[src/rtl/gf180mcu_osu_sc_9t_rrarb4_1.sv]
// Four-client round-robin arbiter with a hold limit, driving an inverting AND-OR select (Y = ~|(GNT & D)).
// Optional macro GF180_OSU_SC_ARB_PARK_EN: when requests vanish, the grant parks on the last holder.
module gf180mcu_osu_sc_9t_rrarb4_1 #(
    parameter int W       = 1,
    parameter int MAXHOLD = 4,
    parameter int HCW     = 3
) (
    input  logic         CLK,
    input  logic         RN,
    input  logic [3:0]   REQ,
    input  logic [W-1:0] D0,
    input  logic [W-1:0] D1,
    input  logic [W-1:0] D2,
    input  logic [W-1:0] D3,
    output logic [3:0]   GNT,
    output logic         VALID,
    output logic [W-1:0] Y,
    output logic         o_dbg_state
);

    typedef enum logic {S_IDLE = 1'b0, S_BUSY = 1'b1} state_t;

    state_t         r_state;
    logic [3:0]     r_gnt;
    logic           r_valid;
    logic [1:0]     r_ptr;
    logic [HCW-1:0] r_hcnt;

    logic [1:0]     w_idx;
    logic [1:0]     w_win_idx;
    logic           w_found;
    logic [3:0]     w_win_oh;
    logic           w_any;
    logic           w_hold;
    logic           w_others;
    logic           w_limit;
    logic [W-1:0]   w_sel;

    // Scan REQ starting at r_ptr; the first requester found wins.
    always_comb begin
        w_idx     = r_ptr;
        w_win_idx = r_ptr;
        w_found   = 1'b0;
        for (int k = 0; k < 4; k++) begin
            w_idx = r_ptr + 2'(k);
            if (!w_found && REQ[w_idx]) begin
                w_found   = 1'b1;
                w_win_idx = w_idx;
            end
        end
    end

    assign w_win_oh = 4'b0001 << w_win_idx;
    assign w_any    = |REQ;
    assign w_hold   = |(REQ & r_gnt);
    assign w_others = |(REQ & ~r_gnt);
    // ">=" so a counter that saturated during a solo hold still forces rotation once a rival appears.
    assign w_limit  = (MAXHOLD != 0) && (int'(r_hcnt) >= MAXHOLD - 1);

    always_ff @(posedge CLK or negedge RN) begin
        if (!RN) begin
            r_state <= S_IDLE;
            r_gnt   <= 4'b0000;
            r_valid <= 1'b0;
            r_ptr   <= 2'd0;
            r_hcnt  <= '0;
        end else begin
            case (r_state)
                S_IDLE: begin
                    if (w_any) begin
                        r_gnt   <= w_win_oh;
                        r_ptr   <= w_win_idx + 2'd1;
                        r_hcnt  <= '0;
                        r_valid <= 1'b1;
                        r_state <= S_BUSY;
                    end
                end
                S_BUSY: begin
                    if (!w_hold) begin
                        if (w_any) begin
                            r_gnt   <= w_win_oh;
                            r_ptr   <= w_win_idx + 2'd1;
                            r_hcnt  <= '0;
                            r_valid <= 1'b1;
                        end else begin
`ifdef GF180_OSU_SC_ARB_PARK_EN
                            r_gnt   <= r_gnt;
`else
                            r_gnt   <= 4'b0000;
`endif
                            r_hcnt  <= '0;
                            r_valid <= 1'b0;
                            r_state <= S_IDLE;
                        end
                    end else if (w_limit && w_others) begin
                        r_gnt   <= w_win_oh;
                        r_ptr   <= w_win_idx + 2'd1;
                        r_hcnt  <= '0;
                        r_valid <= 1'b1;
                    end else if (r_hcnt != '1) begin
                        r_hcnt <= r_hcnt + 1'b1;
                    end
                end
                default: begin
                    r_state <= S_IDLE;
                    r_gnt   <= 4'b0000;
                    r_valid <= 1'b0;
                end
            endcase
        end
    end

    always_comb begin
        w_sel = ({W{r_gnt[0]}} & D0) | ({W{r_gnt[1]}} & D1) |
                ({W{r_gnt[2]}} & D2) | ({W{r_gnt[3]}} & D3);
    end

    assign Y           = ~w_sel;
    assign GNT         = r_gnt;
    assign VALID       = r_valid;
    assign o_dbg_state = r_state;

endmodule

[config.mk]
export PLATFORM = sky130hd
export DESIGN_NAME = gf180mcu_osu_sc_9t_rrarb4_1
export DESIGN_NICKNAME = d
export VERILOG_FILES = /design/src/rtl/gf180mcu_osu_sc_9t_rrarb4_1.sv
export SDC_FILE = /design/constraint.sdc
export NUM_CORES = 1
export LEC_CHECK = 0
export BUFFER_PORTS_ARGS = -buffer_cell sky130_fd_sc_hd__buf_4
export CORE_MARGIN = 2
export CORE_UTILIZATION = 51
export DETAILED_ROUTE_END_ITERATION = 16
export PLACE_DENSITY_LB_ADDON = 0.08
export SLEW_MARGIN = 20
export SYNTH_ARGS = -nofsm -noshare
export SYNTH_HDL_FRONTEND = slang
export SYNTH_SLANG_ARGS = --single-unit
[constraint.sdc]
create_clock -name CLK -period 2.4 [get_ports CLK]
set_clock_uncertainty 0.05 [all_clocks]
set_input_delay 0.48 -clock CLK [delete_from_list [all_inputs] [get_ports CLK]]
set_output_delay 0.48 -clock CLK [all_outputs]
set_load 0.01 [all_outputs]
* Word level (Yosys, flattened, before mapping) *
Index checks and enable logic that the tools add are counted.

storage, ports and cells
  bits of input ports = 10
  logic and storage cells = 79
  output and inout port bits = 7
  register bits = 11

operators by class
  mux-type cells = 35
  reductions and logical operators = 12
  bitwise logic cells = 12
  $add $sub $neg = 5
  shifts and indexed selects = 1
  eq/ne operators = 4
  $lt $le $gt $ge = 5

operators by type and width
  operator                                                                              count
  4-bit 2-to-1 mux                                                                      4
  2-bit by 3-bit < comparator with 1-bit output (second input constant)                 4
  1-bit 2-to-1 mux                                                                      12
  2-bit 2-to-1 mux                                                                      6
  3-bit 2-to-1 mux                                                                      4
  4-bit OR reduction                                                                    3
  4-bit bitwise AND                                                                     2
  1-bit binary-select mux with 2-bit select                                             4
  4-bit one-hot mux with 2 select lines                                                 1
  3-bit one-hot mux with 2 select lines                                                 1
  2-bit by 1-bit adder with 2-bit output (second input constant)                        2
  2-bit adder (second input constant)                                                   2
  1-bit bitwise AND                                                                     4
  1-bit logical AND                                                                     4
  4-bit by 2-bit inequality test with 1-bit output (second input constant)              1
  4-bit NOT                                                                             1
  1-bit one-hot mux with 2 select lines                                                 2
  2-bit one-hot mux with 2 select lines                                                 1
  2-bit AND reduction                                                                   2
  1-bit by 2-bit left shift with 4-bit output (first input constant)                    1
  3-bit by 1-bit adder with 3-bit output (second input constant)                        1
  3-bit by 2-bit greater-or-equal comparator with 1-bit output (second input constant)  1
  1-bit logical NOT                                                                     3
  3-bit by 2-bit inequality test with 1-bit output (second input constant)              1
  other kinds (4)                                                                       7

* Depth between registers and ports, before layout *
Gate-level depths: netlist (run 1).

  depth after elaboration = 16
  depth in mapped cells = 6

* Worst setup path before layout (run 1) *
No wires, ideal clock.

  kind = register to register
  start point = reg r_hcnt[0]
  end point = reg r_ptr[0]
  buffers on the path = 0
  data arrival time = 1.629 ns
  cell stages (with the launch flop) = 7
  library setup time = 0.125 ns
  slack = 0.596 ns
  cells stage by stage = dfrtp_1 ha_1 ha_1 a211oi_2 a41oi_2 o21a_4 mux2_4

between the ends
  word-level cells in the longest chain between the ends = 3

ends and longest elaborated chain
  item                                                               RTL line  source
  start, declared                                                    27        logic [HCW-1:0] r_hcnt;
  start signal, assigned                                             101       r_hcnt <= r_hcnt + 1'b1;
  3-bit by 2-bit greater-or-equal comparator with 1-bit output       58        assign w_limit = (MAXHOLD != 0) && (int'(r_hcnt) >= MAXHOLD - 1);
  1-bit logical AND                                                  95        end else if (w_limit && w_others) begin
  3-bit by 2-bit inequality test with 1-bit output (no source line)  n/a
  end signal, assigned                                               72        r_ptr <= w_win_idx + 2'd1;
  end signal, assigned                                               82        r_ptr <= w_win_idx + 2'd1;
  end signal, assigned                                               97        r_ptr <= w_win_idx + 2'd1;
  end, declared                                                      26        logic [1:0] r_ptr;

Every way passes these cells.
A chain may end at the register's enable or synchronous reset.

* Final worst setup path (run 1) *
  start point = reg r_hcnt[0]
  end point = reg r_ptr[1]

The elaborated chain is that of the path after synthesis.

==> run metrics, run 1 <==
Residual DRC=0; nets=105; Post-synth EDFFs=0; Wirelength per Cell=14.1 um; Port Buffers=16; Post-Syn Area=722 um^2; sequential share of the synthesized area=38.1%; Gate Count Post-Synth=66; total number of vias=573; cell row count=13; Die Wd=41.6 um; Cell variety after synth=27; total track usage=17.8%; DR iter-0 viols=8; Crit Path Max Fanout=7; CP most frequent cell=ha_1; starting density of the core=54.8%; Crit-path slowest cell=dfrtp_1; clk sink count=11; Fmax=0.521 GHz; worst skew pair latency=260 ps; chip height=41.6 um; Max clock buf depth=2; routability cong.=0.715; worst path arrival time=2020 ps; clock power share=13.5%; Synth Area in Compound Gates=27.6%; Adder-Cell Fraction of Synth Area=12.1%; min cycle time layout=1920 ps; diode count=0; total grt overflow=0; final hold vios=0; first-pass GRT wire length=2.35 mm; DIE AREA=0.00173 mm^2; fillers=96; Required @ worst endpoint=2500 ps; antenna violations before repair=0; Area after DPL=861 um^2; Critical Path End Type=flip-flop; most used flip-flop cell after synthesis=dfrtp_1; Area Growth Syn to Fin=24.3%; DP Worst Slack=432 ps; worst path cell trace=ha_1, ha_1, a211oi_2, a41oi_2, o21a_4, mux2_4; mux share of post-synthesis cell area=5.55%; Sw Ratio=37.5%; fin crit share=80.0%; Power, Total=0.916 mW; CP top delay family=compound AO/OA/AOI/OAI gates; Core Area=0.00132 mm^2; setup ws final=480 ps; Mapped Nets=83; CP Buf/Inv Count=0; status=complete, no violations; main combinational cell family by area after synthesis=compound AO/OA/AOI/OAI gates; Max-Cap Viols=0; fraction of layout cells with a size suffix above 1=31.0%; vias in the first global route=531; sw power=0.344 mW; CTS tree=built; Synth Warn #=0; number of H-tree levels=1; Top Ports=17; Pint=0.572 mW; Final ANT Viol Nets=0; area of the multi-input gates=420 um^2; VDD IR max=540 uV; vias per inst=5.62; Final Slew Violations=0; measured slew at the worst slew-check pin=386 ps; HPWL Detailed=1.10 mm; power per cell area=1020 mW/mm^2; Setup TNS Final=0 ps; Seq cells post-synth=11; Crit Path Category=flip-flop to flip-flop; Reg area=275 um^2; combinational cell fraction of total power=51.2%; ys async rst share=100%; Synth Area in XOR/XNOR=0%; drt first pass iters=4; slowest stage delay, CP=420 ps; Mean Syn Cell Area=10.9 um^2; setup violators final=0; Final Routed Wirelength=1.44 mm; worst hold path class=input pin to flip-flop; Clock Pin Slew Worst Setup and Hold Paths=70 ps; CTS root buf=clkbuf_4; Slew HR=74.0%; largest net degree at the start of global routing=12; leak pwr=0.420 nW; simple-gate share of the synthesized area=13.0%; part of the power in registers=35.3%; CTS buffer count=3; post-CTS setup buffer count=0; post-route cell area=897 um^2; RSZ-0062 raised after global routing=false; crit path launch type=flip-flop
## stage by stage
step           instances  utilization (%)  hold WS [ps]
2_1_floorplan         66                -           134
3_3_place_gp          97             65.3           272
3_5_place_dp          97             65.3           272
4_1_cts              102             68.1           422
5_1_grt              102             68.1           433
6_report             102             68.1           427
## registers in the layout (all words and copies together), names as in the netlist
signal and cells:
r_hcnt 3, o_dbg_state 1, GNT 4, VALID 1, r_ptr 2
## power groups by stage
stage	clock network [mW]	logic (mW)	registers, mW
2_1_floorplan	0	0.330	0.319
3_3_place_gp	0	0.463	0.322
3_5_place_dp	0	0.466	0.324
4_1_cts	0.129	0.473	0.322
5_1_grt	0.136	0.515	0.331
6_report	0.124	0.469	0.323
## worst reg2reg max path, stage by stage (launching register included)
cell and delay (ps):
dfrtp_1 420, ha_1 240, ha_1 190, a211oi_2 230, a41oi_2 90, o21a_4 290, mux2_4 300
## logic make-up (layout without fill, tap and decap cells)
| group | count (synthesis) | after routing |
|---|---|---|
| AOI/OAI and AO/OA | 23 | 23 |
| buffers and inverters | 7 | 28 |
| adders and majority gates | 7 | 7 |
| and+or+nand+nor | 15 | 15 |
| DFF | 11 | 11 |
| muxes | 3 | 3 |
## cell type report
cell class                      count  share of cell area (%)
Tap cell                           15                    2.09
Inverter                            7                    2.93
Multi-Input combinational cell     48                    46.9
Clock buffer                        4                    2.93
Timing Repair Buffer               17                    14.5
Sequential cell                    11                    30.7
## placed cells by master (no fill, tap or decap), types with 3 or more instances in the layout
cell | synthesis | routed
ha_1 | 7 | 7
nand2b_1 | 6 | 6
inv_1 | 6 | 6
a22o_1 | 7 | 7
buf_4 | 0 | 16
dfrtp_1 | 11 | 11
clkbuf_4 | 0 | 3
nor2b_1 | 4 | 4
## worst paths after layout
path	startpoint	endpoint	slack [ps]	depth (start not counted)
worst max-delay path	r_hcnt[0]$_DFFE_PN0P_	r_ptr[1]$_DFFE_PN0P_	480	6
worst min-delay path	REQ[1]	o_dbg_state$_DFF_PN0_	430	3
worst max register to register	r_hcnt[0]$_DFFE_PN0P_	r_ptr[1]$_DFFE_PN0P_	480	6
worst min register to register	VALID$_DFFE_PN0P_	VALID$_DFFE_PN0P_	460	1
max in group asynchronous	RN	GNT[0]$_DFFE_PN0P_	1620	2
min in group asynchronous	RN	r_hcnt[0]$_DFFE_PN0P_	530	2
## Yosys cell counts (2+ instances only)
library cell  count  share of area (%)
o22ai_1           2                1.7
a21o_1            2                2.1
dfrtp_1          11                 38
ha_1              7                 12
mux2_4            2                4.2
inv_1             6                3.1
nand2_1           2                1.0
nand2b_1          6                5.2
nor2b_1           4                3.5
a22o_1            7                8.5
## per-layer routing
metal	up-vias	routed length, um	track usage [%]
met4	0	16	9.68
met5	-	0	0
met3	2	52	3.91
met1	270	679	23.5
li1	290	-	-
met2	11	690	26.9
## timing repair
item	4_1_cts	5_1_grt
hold endpoints to repair	11	0
hold buffers	1	0
resized for setup	0	0
Note: power is estimated with default switching activity, not from simulation.
==> run 2: changes to the inputs <==
--- a/config.mk
+++ b/config.mk
@@ -5,9 +5,10 @@
 export SDC_FILE = /design/constraint.sdc
 export NUM_CORES = 1
 export LEC_CHECK = 0
+export ABC_AREA = 1
 export BUFFER_PORTS_ARGS = -buffer_cell sky130_fd_sc_hd__buf_4
 export CORE_MARGIN = 2
-export CORE_UTILIZATION = 51
+export CORE_UTILIZATION = 54
 export DETAILED_ROUTE_END_ITERATION = 16
 export PLACE_DENSITY_LB_ADDON = 0.08
 export SLEW_MARGIN = 20
==> constraint.sdc (replaced) <==
create_clock -name CLK -period 1.9 [get_ports CLK]
set_clock_uncertainty 0.05 [all_clocks]
set_input_delay 0.38 -clock CLK [delete_from_list [all_inputs] [get_ports CLK]]
set_output_delay 0.38 -clock CLK [all_outputs]
set_load 0.01 [all_outputs]
==> run 2 against run 1 <==
The run now ends with setup timing left. Total power rose to 2.7 times the previous value. Final cell count rose by 91%. Non-clock buffer count is 13 higher. Fmax is 3.2% lower. Clock power grew 44%. Critical endpoint is now GNT[1]$_DFFE_PN0P_. First-iteration DRC count grew to 3.8 times the previous value. Sequential share of layout area decreased by 9.5 points. Setup slack worse by 560 ps. Sequential power rose by 37%. Register-to-register slack worse by 560 ps.
==> run metrics, run 2 <==
status=finished, violations left; failing checks=setup timing; Crit Path Max Fanout=8 (+1); fin crit share=104% (+24 points); largest net degree at the start of global routing=12 (unchanged); Residual DRC=0 (unchanged); Max-Cap Viols=0 (unchanged); met3 GRT Util=1.18% (-2.7 points); chip height=46.1 um (+11%); Max clock buf depth=2 (unchanged); CTS root buf=clkbuf_4; Synth Warn #=0 (unchanged); fraction of layout cells with a size suffix above 1=39.9% (+8.9 points); starting density of the core=56.7% (+1.9 points); Required @ worst endpoint=2050 ps (-450 ps); sequential share of the synthesized area=28.8% (-9.4 points); DR iter-0 viols=30 (+22); max reg flops=4 (unchanged); Die Wd=46.1 um (+11%); Crit Path Category=flip-flop to flip-flop; fillers=114 (+19%); Core Area=0.00169 mm^2 (+28%); Setup TNS Final=-90.5 ps (-90.5 ps); Worst Hold Slack=416 ps (-10.9 ps); total grt overflow=0 (unchanged); Mean Syn Cell Area=6.56 um^2 (-40%); Post-synth top cells=nand2_1 (68), inv_1 (14), nand3_1 (12); Area Growth Syn to Fin=36.9%; grt met1 use=33.3% (+9.8 points); most common cell after layout, fill and taps aside=nand2_1; GR Util met2=36.4% (+9.5 points); top cells by area, synth=dfrtp_1 (29%), nand2_1 (27%), ha_1 (9.2%); Port Buffers=16 (unchanged); ys async rst share=100% (unchanged); drt first pass iters=4 (unchanged); DP Worst Slack=-41.2 ps (-473 ps); measured slew at the worst slew-check pin=219 ps (-168 ps); most common cell in the synthesized netlist=nand2_1; antenna violations before repair=0 (unchanged); vias in the first global route=871 (+64%); crit path from=r_ptr[0]$_DFFE_PN0P_; Post-Syn Area=957 um^2 (+33%); setup violators final=2 (+2); clk sink count=11 (unchanged); power per cell area=1890 mW/mm^2 (+85%); first-pass GRT wire length=3.58 mm (+52%); total number of vias=1,024 (+79%); CTS tree=built; worst path arrival time=2140 ps (+120 ps); Critical R2R Launch=r_ptr[0]$_DFFE_PN0P_; Final ANT Viol Nets=0 (unchanged); worst r2r dst=GNT[1]$_DFFE_PN0P_; diode count=0 (unchanged); worst r2r path cells=14 (+8); Gate Count Post-Synth=146 (+120%); setup ws final=-84.6 ps (-564 ps); VDD IR max=1360 uV (+150%); most used flip-flop cell after synthesis=dfrtp_1; Cell variety after synth=21 (-22%); share of the synthesized area in the top cell type=28.8% (-9.4 points); Mapped Nets=163 (+96%); Final Slew Violations=0 (unchanged); RSZ-0062 raised after global routing=true; most frequent cells in the layout=nand2_1 (57), buf_4 (27), nand2_2 (19); number of H-tree levels=1 (unchanged); leak pwr=0.758 nW (+80%); Slew HR=85.3% (+11 points); cell row count=15 (+2); Fmax=0.504 GHz (-3.2%); Seq cells post-synth=11 (unchanged); R2R setup slack=-80 ps (-560 ps); routability cong.=0.853 (+19%); final hold vios=0 (unchanged); Final Routed Wirelength=2.77 mm (+93%); Critical Path End Type=flip-flop; total track usage=22.7% (+4.9 points); vias per inst=5.25 (-6.5%); Top Ports=17 (unchanged); largest area contributor in the netlist=dfrtp_1; worst hold path class=input pin to async pin; busiest grt layer=met2; Post-synth EDFFs=0 (unchanged); Wirelength per Cell=14.2 um (+0.83%); min cycle time layout=1980 ps (+64.2 ps); HPWL Detailed=1.72 mm (+56%); DIE AREA=0.00213 mm^2 (+23%); CTS buffer count=3 (unchanged); nets=196 (+87%); crit path launch type=flip-flop; worst skew pair latency=280 ps (+20 ps); Clock Pin Slew Worst Setup and Hold Paths=90 ps (+20 ps)
==> run 2: cell types whose count changed after synthesis, sizes merged, moves of 6 or more <==
cell | previous run | this run
nor2 | 0 | 6
a22o | 7 | 1
nand2b | 6 | 0
nand2 | 2 | 80
nand3 | 0 | 13
inv | 7 | 17
==> run 2: report_power, final <==
part / switching, mW / leakage (nW) / internal (mW) / total, mW
logic: 1.09 / 0.605 / 0.765 / 1.85
registers: 0.117 / 0.135 / 0.326 / 0.443
clock network: 0.0993 / 0.0177 / 0.0782 / 0.178
total: 1.30 / 0.758 / 1.17 / 2.47
==> run 2: routing by layer <==
| layer | part of all wire [%] | routed length [um] |
|---|---|---|
| met1 | 43 | 1200 |
| met2 | 53 | 1460 |
| met3 | 3.9 | 109 |
| met4 | 0 | 0 |
| met5 | 0 | 0 |
==> run 2: layout make-up <==
class | instances | area (um^2) | area share [%]
clock buffer | 3 | 22.5 | 1.72
clock inverter | 1 | 5.00 | 0.382
inverter | 17 | 73.8 | 5.64
multi-input combinational | 116 | 674 | 51.5
sequential | 11 | 278 | 21.2
tap | 17 | 21.3 | 1.62
timing repair buffer | 30 | 235 | 18.0
==> run 2: through the flow <==
stage | utilization (%) | power [mW] | instance area, um^2 | instances
6_report | 77.6 | 2.47 | 1310 | 195
5_1_grt | 77.6 | 2.70 | 1310 | 195
4_1_cts | 67.6 | 1.97 | 1140 | 185
3_5_place_dp | 65.3 | 1.79 | 1100 | 180
3_3_place_gp | 65.3 | 1.75 | 1100 | 180
2_1_floorplan | - | 1.45 | 957 | 146
==> run 2: cell families after synthesis <==
logic type / share of synthesized area, %
AOI/OAI and AO/OA: 5.62
adders and majority gates: 9.15
buffers and inverters: 9.41
and+or+nand+nor: 47.1
DFF: 28.8
==> run 2: what timing repair did <==
| item | in CTS | in global routing |
|---|---|---|
| gates resized for setup | 1 | 28 |
| hold buffers | 1 | 0 |
| pin swaps | 0 | 13 |
| gates cloned | 0 | 0 |
| buffers inserted | 0 | 10 |
| setup endpoints to repair | 1 | 9 |
| endpoints found under the hold margin | 11 | 0 |
==> run 2: how the worst max path moves through the flow <==
stage	to	slack, ps	cells past startpoint
final	GNT[1]$_DFFE_PN0P_	-80	14
after global routing	GNT[1]$_DFFE_PN0P_	-200	14
after CTS	r_ptr[1]$_DFFE_PN0P_	8	13
after detailed placement	r_ptr[1]$_DFFE_PN0P_	-40	14
after global placement	r_ptr[1]$_DFFE_PN0P_	50	14
after floorplan	r_ptr[1]$_DFFE_PN0P_	170	14
==> run 2: critical path, cell delays in order, from the launching register on <==
cell and delay, ps:
dfrtp_2 480, clkinv_4 140, nand2_4 110, nand3_4 70
nand2_4 100, buf_6 110, nand2_2 50, nand2_1 60
nand2_1 50, nand2_1 80, nand2_2 70, inv_2 80
ha_1 180, o21ai_0 100, o21ai_0 160
